===== src/rtl/wb_pkg.sv =====
// Shared definitions for the writeback queue.
//   WB_ADDR_W / WB_DATA_W : default register address / data widths
//   wb_entry_t            : one pending writeback {addr, data}
//   ptr_w()               : pointer width derived from the queue depth
package wb_pkg;

    localparam int unsigned WB_ADDR_W = 6;
    localparam int unsigned WB_DATA_W = 32;

    typedef struct packed {
        logic [WB_ADDR_W-1:0] addr;
        logic [WB_DATA_W-1:0] data;
    } wb_entry_t;

    function automatic int unsigned ptr_w(input int unsigned depth);
        return (depth > 1) ? $clog2(depth) : 1;
    endfunction

endpackage


===== src/rtl/wbq_lookup.sv =====
// Age-ordered forwarding match over the writeback queue storage.
//   valid   : per-slot valid mask (contiguous run starting at head)
//   head    : slot index of the oldest entry
//   entries : queue storage
//   la      : lookup address (address 0 never hits)
//   hit, fd : match flag and youngest matching data (0 when no hit)
module wbq_lookup
    import wb_pkg::*;
#(
    parameter int unsigned DEPTH = 4,
    parameter int unsigned PTR_W = ptr_w(DEPTH)
) (
    input  logic [DEPTH-1:0]     valid,
    input  logic [PTR_W-1:0]     head,
    input  wb_entry_t            entries [DEPTH],
    input  logic [WB_ADDR_W-1:0] la,
    output logic                 hit,
    output logic [WB_DATA_W-1:0] fd
);

    logic [PTR_W-1:0] idx;

    // Walk oldest to youngest so a later (younger) match overrides an older one.
    always_comb begin
        hit = 1'b0;
        fd  = '0;
        idx = '0;
        for (int k = 0; k < int'(DEPTH); k++) begin
            idx = head + PTR_W'(k);
            if (valid[idx] && (la != '0) && (entries[idx].addr == la)) begin
                hit = 1'b1;
                fd  = entries[idx].data;
            end
        end
    end

endmodule


===== src/rtl/wb_queue.sv =====
// Writeback queue in front of the 2R/1W register file.
// Buffers writebacks, drains one per cycle into the write port, and forwards
// pending values to both read addresses.
//   clk, rst_n                      : clock, async active-low reset
//   push_valid/ready/addr/data      : writeback producer handshake
//   flush                           : synchronous discard of pending entries
//   we3, a3, wd3                    : regfile write port (head entry)
//   la1/la2 -> hit1/fd1, hit2/fd2   : forwarding lookups for regfile a1/a2
module wb_queue
    import wb_pkg::*;
#(
    parameter int unsigned ADDR_W = WB_ADDR_W,
    parameter int unsigned DATA_W = WB_DATA_W,
    parameter int unsigned DEPTH  = 4
) (
    input  logic              clk,
    input  logic              rst_n,
    input  logic              push_valid,
    output logic              push_ready,
    input  logic [ADDR_W-1:0] push_addr,
    input  logic [DATA_W-1:0] push_data,
    input  logic              flush,
    output logic              we3,
    output logic [ADDR_W-1:0] a3,
    output logic [DATA_W-1:0] wd3,
    input  logic [ADDR_W-1:0] la1,
    input  logic [ADDR_W-1:0] la2,
    output logic              hit1,
    output logic [DATA_W-1:0] fd1,
    output logic              hit2,
    output logic [DATA_W-1:0] fd2
);

    localparam int unsigned PtrW = ptr_w(DEPTH);
    localparam int unsigned CntW = PtrW + 1;

    logic [PtrW-1:0] head_q, tail_q;
    logic [CntW-1:0] count_q;
    wb_entry_t       mem_q [DEPTH];

    logic             push_fire, alloc, pop;
    logic [DEPTH-1:0] valid;
    logic [PtrW-1:0]  off;

    // Conservative: a full queue refuses pushes even while it pops.
    assign push_ready = (count_q != CntW'(DEPTH)) && !flush;
    assign push_fire  = push_valid && push_ready;
    // Writes to x0 are accepted but never occupy a slot.
    assign alloc      = push_fire && (push_addr != '0);
    // The regfile always accepts, so any pending entry pops every cycle.
    assign pop        = (count_q != '0);

    assign we3 = pop;
    assign a3  = pop ? mem_q[head_q].addr : '0;
    assign wd3 = pop ? mem_q[head_q].data : '0;

    always_ff @(posedge clk or negedge rst_n) begin
        if (!rst_n) begin
            head_q  <= '0;
            tail_q  <= '0;
            count_q <= '0;
        end else if (flush) begin
            head_q  <= '0;
            tail_q  <= '0;
            count_q <= '0;
        end else begin
            head_q  <= head_q + PtrW'(pop);
            tail_q  <= tail_q + PtrW'(alloc);
            count_q <= count_q + CntW'(alloc) - CntW'(pop);
        end
    end

    // Storage is not reset; validity comes solely from head/count.
    always_ff @(posedge clk) begin
        if (alloc) begin
            mem_q[tail_q].addr <= push_addr;
            mem_q[tail_q].data <= push_data;
        end
    end

    // A slot is valid when its distance from head is below count.
    always_comb begin
        valid = '0;
        off   = '0;
        for (int i = 0; i < int'(DEPTH); i++) begin
            off      = PtrW'(i) - head_q;
            valid[i] = (CntW'(off) < count_q);
        end
    end

    wbq_lookup #(
        .DEPTH (DEPTH),
        .PTR_W (PtrW)
    ) u_lookup1 (
        .valid   (valid),
        .head    (head_q),
        .entries (mem_q),
        .la      (la1),
        .hit     (hit1),
        .fd      (fd1)
    );

    wbq_lookup #(
        .DEPTH (DEPTH),
        .PTR_W (PtrW)
    ) u_lookup2 (
        .valid   (valid),
        .head    (head_q),
        .entries (mem_q),
        .la      (la2),
        .hit     (hit2),
        .fd      (fd2)
    );

endmodule

===== config.mk =====
export PLATFORM = sky130hd
export DESIGN_NAME = wb_queue
export DESIGN_NICKNAME = d
export VERILOG_FILES = /design/src/rtl/wb_pkg.sv /design/src/rtl/wbq_lookup.sv /design/src/rtl/wb_queue.sv
export SDC_FILE = /design/constraint.sdc
export NUM_CORES = 1
export LEC_CHECK = 0
export BUFFER_PORTS_ARGS = -buffer_cell sky130_fd_sc_hd__clkbuf_2
export CAP_MARGIN = 20
export CELL_PAD_IN_SITES_DETAIL_PLACEMENT = 1
export CELL_PAD_IN_SITES_GLOBAL_PLACEMENT = 1
export CORE_UTILIZATION = 25
export DETAILED_ROUTE_END_ITERATION = 10
export HOLD_SLACK_MARGIN = 0.03
export PLACE_DENSITY = 0.58
export SYNTH_ARGS = -nofsm -noshare
export SYNTH_HDL_FRONTEND = slang
export SYNTH_SLANG_ARGS = --single-unit

===== constraint.sdc =====
create_clock -name clk -period 5.3 [get_ports clk]
set_input_delay 0 -clock clk [delete_from_list [all_inputs] [get_ports clk]]
set_output_delay 0 -clock clk [all_outputs]
set_load 0.01 [all_outputs]

==> results of run 1 <==
==> layout make-up <==
type | instances | share of cell area
inverter | 36 | 0.00913
sequential | 159 | 0.315
clock inverter | 15 | 0.0115
multi-input combinational | 1015 | 0.485
tap | 672 | 0.0558
timing repair buffer | 231 | 0.0955
clock buffer | 17 | 0.0282
==> what timing repair did <==
item,in CTS,in global routing
setup endpoints to repair,0,0
hold buffers,41,0
endpoints found under the hold margin,166,0
==> metrics by stage <==
stage	util	setup WS, ns	total power [mW]	instance area (sq um)
after floorplan	-	1.09	4.46	12700
after CTS	0.301	0.668	7.10	15100
after detailed placement	0.281	1.17	5.81	14100
final	0.301	0.717	7.07	15100
after global routing	0.301	0.347	7.55	15100
after global placement	0.281	1.29	5.71	14100
==> synth_stat cells (17+ instances only) <==
| cell type | count | area [sq um] |
|---|---|---|
| a221oi_2 | 19 | 285 |
| a221oi_1 | 17 | 149 |
| nor2_1 | 70 | 263 |
| a21oi_1 | 38 | 190 |
| and2_1 | 121 | 757 |
| nand2_1 | 115 | 432 |
| inv_1 | 35 | 131 |
| edfxtp_1 | 152 | 4560 |
| mux2_2 | 49 | 552 |
| a22o_1 | 21 | 184 |
| xor2_1 | 18 | 158 |
| mux2i_1 | 80 | 801 |
| nand4_1 | 23 | 144 |
| mux4_2 | 19 | 428 |
| o31ai_1 | 25 | 188 |
| and3_1 | 54 | 338 |
| o21ai_0 | 78 | 390 |
| a211oi_1 | 37 | 278 |
| nor2b_1 | 35 | 219 |
| nor3_1 | 43 | 215 |
| or3_1 | 21 | 131 |
| a31oi_1 | 21 | 131 |
| xnor2_1 | 24 | 210 |
| buf_2 | 25 | 125 |
| clkbuf_1 | 77 | 289 |
==> metal layers <==
layer / vias up / GRT usage
met3: 72 / 0.0252
met4: 2 / 0.0671
met5: - / 0
met2: 299 / 0.330
li1: 5215 / -
met1: 5746 / 0.251
==> kinds of logic after synthesis <==
logic type | after synthesis | synth area share
AO/OA/AOI/OAI | 312 | 0.179
XOR/XNOR | 42 | 0.0291
adder cells (fa/ha/maj) | 9 | 0.00949
buffers and inverters | 165 | 0.0565
flip-flops | 159 | 0.374
multiplexers | 148 | 0.141
AND/OR/NAND/NOR | 504 | 0.211
==> power breakdown <==
group	internal, mW	switching, mW	total, mW	leakage [nW]
Sequential	1.46	0.0932	1.55	1.52
Combinational	1.45	2.79	4.24	4.01
Clock	0.673	0.596	1.27	0.287
==> worst paths after layout <==
check | to | from | depth (start not counted)
worst min register to register | count_q[2]$_DFF_PN0_ | count_q[2]$_DFF_PN0_ | 2
worst max register to register | mem_q[52]$_DFFE_PP_ | tail_q[1]$_DFF_PN0_ | 4
worst max-delay path | fd1[6] | head_q[0]$_DFF_PN0_ | 10
min in group asynchronous | count_q[1]$_DFF_PN0_ | rst_n | 3
worst min-delay path | mem_q[148]$_DFFE_PP_ | push_valid | 4
max in group asynchronous | tail_q[0]$_DFF_PN0_ | rst_n | 3
==> critical path, cell delays in order, from the launching register on <==
cell,delay [ns]
dfrtp_4,0.53
buf_4,0.78
nand2b_1,0.11
o32ai_1,0.20
o22ai_1,0.25
nor4_1,0.69
nor2b_4,0.81
buf_4,0.34
a22oi_1,0.09
o21a_1,0.18
clkbuf_2,0.15
==> flip-flops by register name, indices dropped and copies added, names as in the netlist <==
name / flops
count_q: 3
head_q: 2
mem_q: 152
tail_q: 2
==> results.sh, run 1 <==
export IMPL_outcome="completed"
export IMPL_rsz0062_at_grt="false"
export IMPL_gp_congestion=0.843
export IMPL_end_kind="output port"
export IMPL_max_freq_mhz=218
export IMPL_path_class="register to output port"
export IMPL_arrival_ns=4.58
export IMPL_holdWs_ns=0.164
export IMPL_top_layer="met5"
export IMPL_worst_pin_slew_ns=1.09
export IMPL_viasPerCell=5.28
export IMPL_p_per_area_nw_per_um2=469
export IMPL_synth_nets=1402
export IMPL_grt_pass1_wl_microns=73900
export IMPL_synthArstFlopShare=0.0440
export IMPL_r2r_slack_ns=1.92
export IMPL_grt_remaining_overflow=0
export IMPL_hold_viol=0
export IMPL_setup_violations=0
export IMPL_required_ns=5.30
export IMPL_synth_area_sq_um=12700
export IMPL_vias=11334
export IMPL_synth_main_ff_cell="edfxtp_1"
export IMPL_finClkSkew_ns=0.0176
export IMPL_layout_common_cells="clkbuf_2, edfxtp_1, and2_1"
export IMPL_cp_max_fo=72
export IMPL_initial_core_util=0.253
export IMPL_die_x_microns=227
export IMPL_hpwl_microns=32800
export IMPL_grtUsageTotal=0.194
export IMPL_final_seq_area_sq_um=4750
export IMPL_fin_cells=2145
export IMPL_drt_wl_total_microns=49600
export IMPL_diodes=0
export IMPL_cts_setup_buffers=0
export IMPL_ant_nets=0
export IMPL_synth_edf_count=152
export IMPL_min_period_ns=4.58
export IMPL_wl_per_cell_microns=23.1
export IMPL_drive_above_1_share=0.227
export IMPL_die_area_sq_um=51500
export IMPL_grt_pass1_vias=11780
export IMPL_clock_root_buffer="clkbuf_16"
export IMPL_path_clk_slew_ns=0.07
export IMPL_clk_latency_ns=0.45
export IMPL_multi_input_area_sq_um=7310
export IMPL_setup_tns_ns=0
export IMPL_ioPinCount=160
export IMPL_areaGrowthSynthToFinish_pct=19.1
export IMPL_grt_max_degree=84
export IMPL_fp_dieH_microns=227
export IMPL_final_common_cell="clkbuf_2"
export IMPL_period_share=0.865
export IMPL_hp_class="input port to register"
export IMPL_antenna_found_initial=1
export IMPL_drtIter0Drc=699
export IMPL_maxCapViolCount=0
export IMPL_clock_sinks=159
export IMPL_drc_errors=0
export IMPL_fin_nets=1523
export IMPL_power_leakage_nw=5.82
export IMPL_fill_cells=5899
export IMPL_wl_met1_microns=22500
export IMPL_ctsResizeCount=0
export IMPL_synth_seq_cells=159
export IMPL_tritoncts="built"
export IMPL_syn_avg_cell_area_sq_um=9.45
export IMPL_ctsLongestPathBuffers=2
export IMPL_seq_area_frac_synth=0.374
export IMPL_port_buffers=159
export IMPL_wl_met3_microns=1940
export IMPL_std_cell_rows=82
export IMPL_synth_cells=1339
export IMPL_cp_start_kind="register"
export IMPL_max_slew_margin=0.275
export IMPL_vdd_drop_max_mv=0.264
export IMPL_numCtsBuffers=17
export IMPL_core_sq_um=50100
export IMPL_dp_cells=2072
export IMPL_yosysWarningCount=0
export IMPL_ys_types=61
export IMPL_htreeDepth=4
export IMPL_dr_wl_met2_microns=23900
export IMPL_slew_violations=0
export IMPL_dr_pass1_iters=5
(Power assumes the default switching activity.)
==> run 2, diff against run 1 <==
--- a/config.mk
+++ b/config.mk
@@ -9,10 +9,10 @@
 export CAP_MARGIN = 20
 export CELL_PAD_IN_SITES_DETAIL_PLACEMENT = 1
 export CELL_PAD_IN_SITES_GLOBAL_PLACEMENT = 1
-export CORE_UTILIZATION = 25
+export CORE_UTILIZATION = 46
 export DETAILED_ROUTE_END_ITERATION = 10
 export HOLD_SLACK_MARGIN = 0.03
-export PLACE_DENSITY = 0.58
+export PLACE_DENSITY = 0.9
 export SYNTH_ARGS = -nofsm -noshare
 export SYNTH_HDL_FRONTEND = slang
 export SYNTH_SLANG_ARGS = --single-unit
==> results.sh, run 2 (same netlist as run 1, synthesis figures left out) <==
export IMPL_clk_latency_ns=0.43
export IMPL_hold_viol=0
export IMPL_cp_max_fo=41
export IMPL_hold_path_depth=4
export IMPL_tritoncts="built"
export IMPL_layout_common_cells="clkbuf_2, edfxtp_1, and2_1"
export IMPL_power_mw=7.15
export IMPL_top_register="mem_q"
export IMPL_viasPerCell=6.72
export IMPL_r2r_end="count_q[2]$_DFF_PN0_"
export IMPL_drt_wl_total_microns=47600
export IMPL_ant_nets=0
export IMPL_drc_errors=0
export IMPL_htreeDepth=4
export IMPL_required_ns=5.30
export IMPL_cpPeakStageDelay_ns=0.85
export IMPL_setup_tns_ns=0
export IMPL_path_cells="buf_4 > nand2b_1 > o32ai_1 > o221ai_1 > or4_1 > o41ai_4 > buf_4 > a211oi_1 > a221oi_1 > clkbuf_2"
export IMPL_vias=12249
export IMPL_grt_pass1_wl_microns=72300
export IMPL_ctsResizeCount=0
export IMPL_fp_dieH_microns=168
export IMPL_std_cell_rows=60
export IMPL_grtUsageTotal=0.336
export IMPL_path_class="register to output port"
export IMPL_power_leakage_nw=5.86
export IMPL_period_share=0.880
export IMPL_cp_start_kind="register"
export IMPL_final_common_cell="clkbuf_2"
export IMPL_r2r_slack_ns=2.24
export IMPL_numCtsBuffers=17
export IMPL_worst_pin_slew_ns=0.935
export IMPL_holdPathEnd="mem_q[55]$_DFFE_PP_"
export IMPL_ctsLongestPathBuffers=2
export IMPL_max_slew_margin=0.376
export IMPL_clock_sinks=159
export IMPL_die_area_sq_um=28200
export IMPL_slowest_stage="dfrtp_4"
export IMPL_setup_violations=0
export IMPL_p_per_area_nw_per_um2=487
export IMPL_areaGrowthSynthToFinish_pct=16.1
export IMPL_min_from="push_valid"
export IMPL_fin_util=0.545
export IMPL_grt_max_degree=115
export IMPL_drtIter0Drc=1510
export IMPL_path_clk_slew_ns=0.07
export IMPL_clock_root_buffer="clkbuf_16"
export IMPL_slew_violations=0
export IMPL_diodes=0
export IMPL_hp_class="input port to register"
export IMPL_finClkSkew_ns=0.0110
export IMPL_hpwl_microns=30700
export IMPL_end_kind="output port"
export IMPL_reg2reg_from="count_q[2]$_DFF_PN0_"
export IMPL_largest_reg_flops=152
export IMPL_maxCapViolCount=0
export IMPL_dr_pass1_iters=5
export IMPL_ff2ff_path_depth=11
export IMPL_max_freq_mhz=214
export IMPL_gp_congestion=0.948
export IMPL_outcome="completed"
export IMPL_drive_above_1_share=0.228
export IMPL_min_period_ns=4.67
export IMPL_rsz0062_at_grt="false"
export IMPL_core_sq_um=27000
export IMPL_antenna_found_initial=0
export IMPL_port_buffers=159
export IMPL_cpLargestDelayFamily="compound AO/OA/AOI/OAI gates"
export IMPL_vdd_drop_max_mv=0.301
export IMPL_wl_per_cell_microns=26.1
export IMPL_crit_buf_inv=3
export IMPL_ioPinCount=160
export IMPL_fin_nets=1531
export IMPL_grt_pass1_vias=12634
export IMPL_cp_common_cell="buf_4"
export IMPL_largest_registers="mem_q: 152 flops, count_q: 3 flops"
export IMPL_die_x_microns=168
export IMPL_initial_core_util=0.470
export IMPL_arrival_ns=4.67
export IMPL_grt_remaining_overflow=0
==> run 2: changes by cell type in the layout (fill, tap and decap cells not counted), moves of 3 or more <==
| cell | delta |
|---|---|
| buf_4 | +5 |
| inv_8 | -4 |
| clkinv_2 | +3 |
| inv_6 | +3 |
| nor2b_2 | +3 |
| nor2b_4 | -3 |
==> run 2: power breakdown <==
part / switching (mW) / internal [mW]
Sequential: 0.145 / 1.46
Clock: 0.554 / 0.654
Combinational: 2.86 / 1.48
Total: 3.56 / 3.59
==> run 2: per-layer routing <==
layer  up-vias  part of all wire  GRT usage
li1       5240                 -          -
met1      6026              0.38      0.413
met2       812              0.48      0.570
met3       171             0.097     0.0567
met4         0             0.044      0.168
met5         -                 0          0
==> run 2: worst max-delay path by stage <==
| stage | slack (ns) | startpoint | to | cells after the start |
|---|---|---|---|---|
| floorplan | 1.09 | count_q[0]$_DFF_PN0_ | mem_q[114]$_DFFE_PP_ | 4 |
| finish | 0.63 | head_q[0]$_DFF_PN0_ | fd2[11] | 10 |
| CTS | 0.73 | head_q[0]$_DFF_PN0_ | fd2[23] | 10 |
| global placement | 1.38 | head_q[0]$_DFF_PN0_ | fd2[11] | 9 |
| detailed placement | 1.26 | head_q[0]$_DFF_PN0_ | fd2[23] | 10 |
| global route | 0.53 | head_q[0]$_DFF_PN0_ | fd2[23] | 9 |
==> run 2: worst register-to-register path: stages (launching register included) <==
cell and delay (ns):
dfrtp_1 0.49, nor3_2 0.22, buf_4 0.53, inv_1 0.22
ha_1 0.36, inv_1 0.07, ha_1 0.14, inv_1 0.06
fa_1 0.39, xor2_1 0.23, xnor2_1 0.18, nor2_1 0.07
==> run 2: per-stage QoR <==
step           hold WS (ns)  cell area, sq um  setup slack [ns]  instances
3_5_place_dp         -0.146             13700              1.26       1747
2_1_floorplan        -0.296             12700              1.09       1339
5_1_grt               0.252             14700             0.531       1822
3_3_place_gp         -0.154             13700              1.38       1747
4_1_cts               0.232             14600             0.735       1820
6_report              0.238             14700             0.634       1822
==> run 2: area by class of cell <==
| cell class | instances | area (sq um) |
|---|---|---|
| clock inverter | 15 | 135 |
| timing repair buffer | 239 | 1540 |
| sequential | 159 | 4750 |
| fill | 3058 | 12300 |
| inverter | 36 | 136 |
| clock buffer | 17 | 425 |
| tap | 341 | 427 |
| multi-input combinational | 1015 | 7270 |
==> run 2: repair_timing <==
item	4_1_cts	5_1_grt
hold buffers	41	0
setup buffers	0	0
endpoints found under the hold margin	166	0
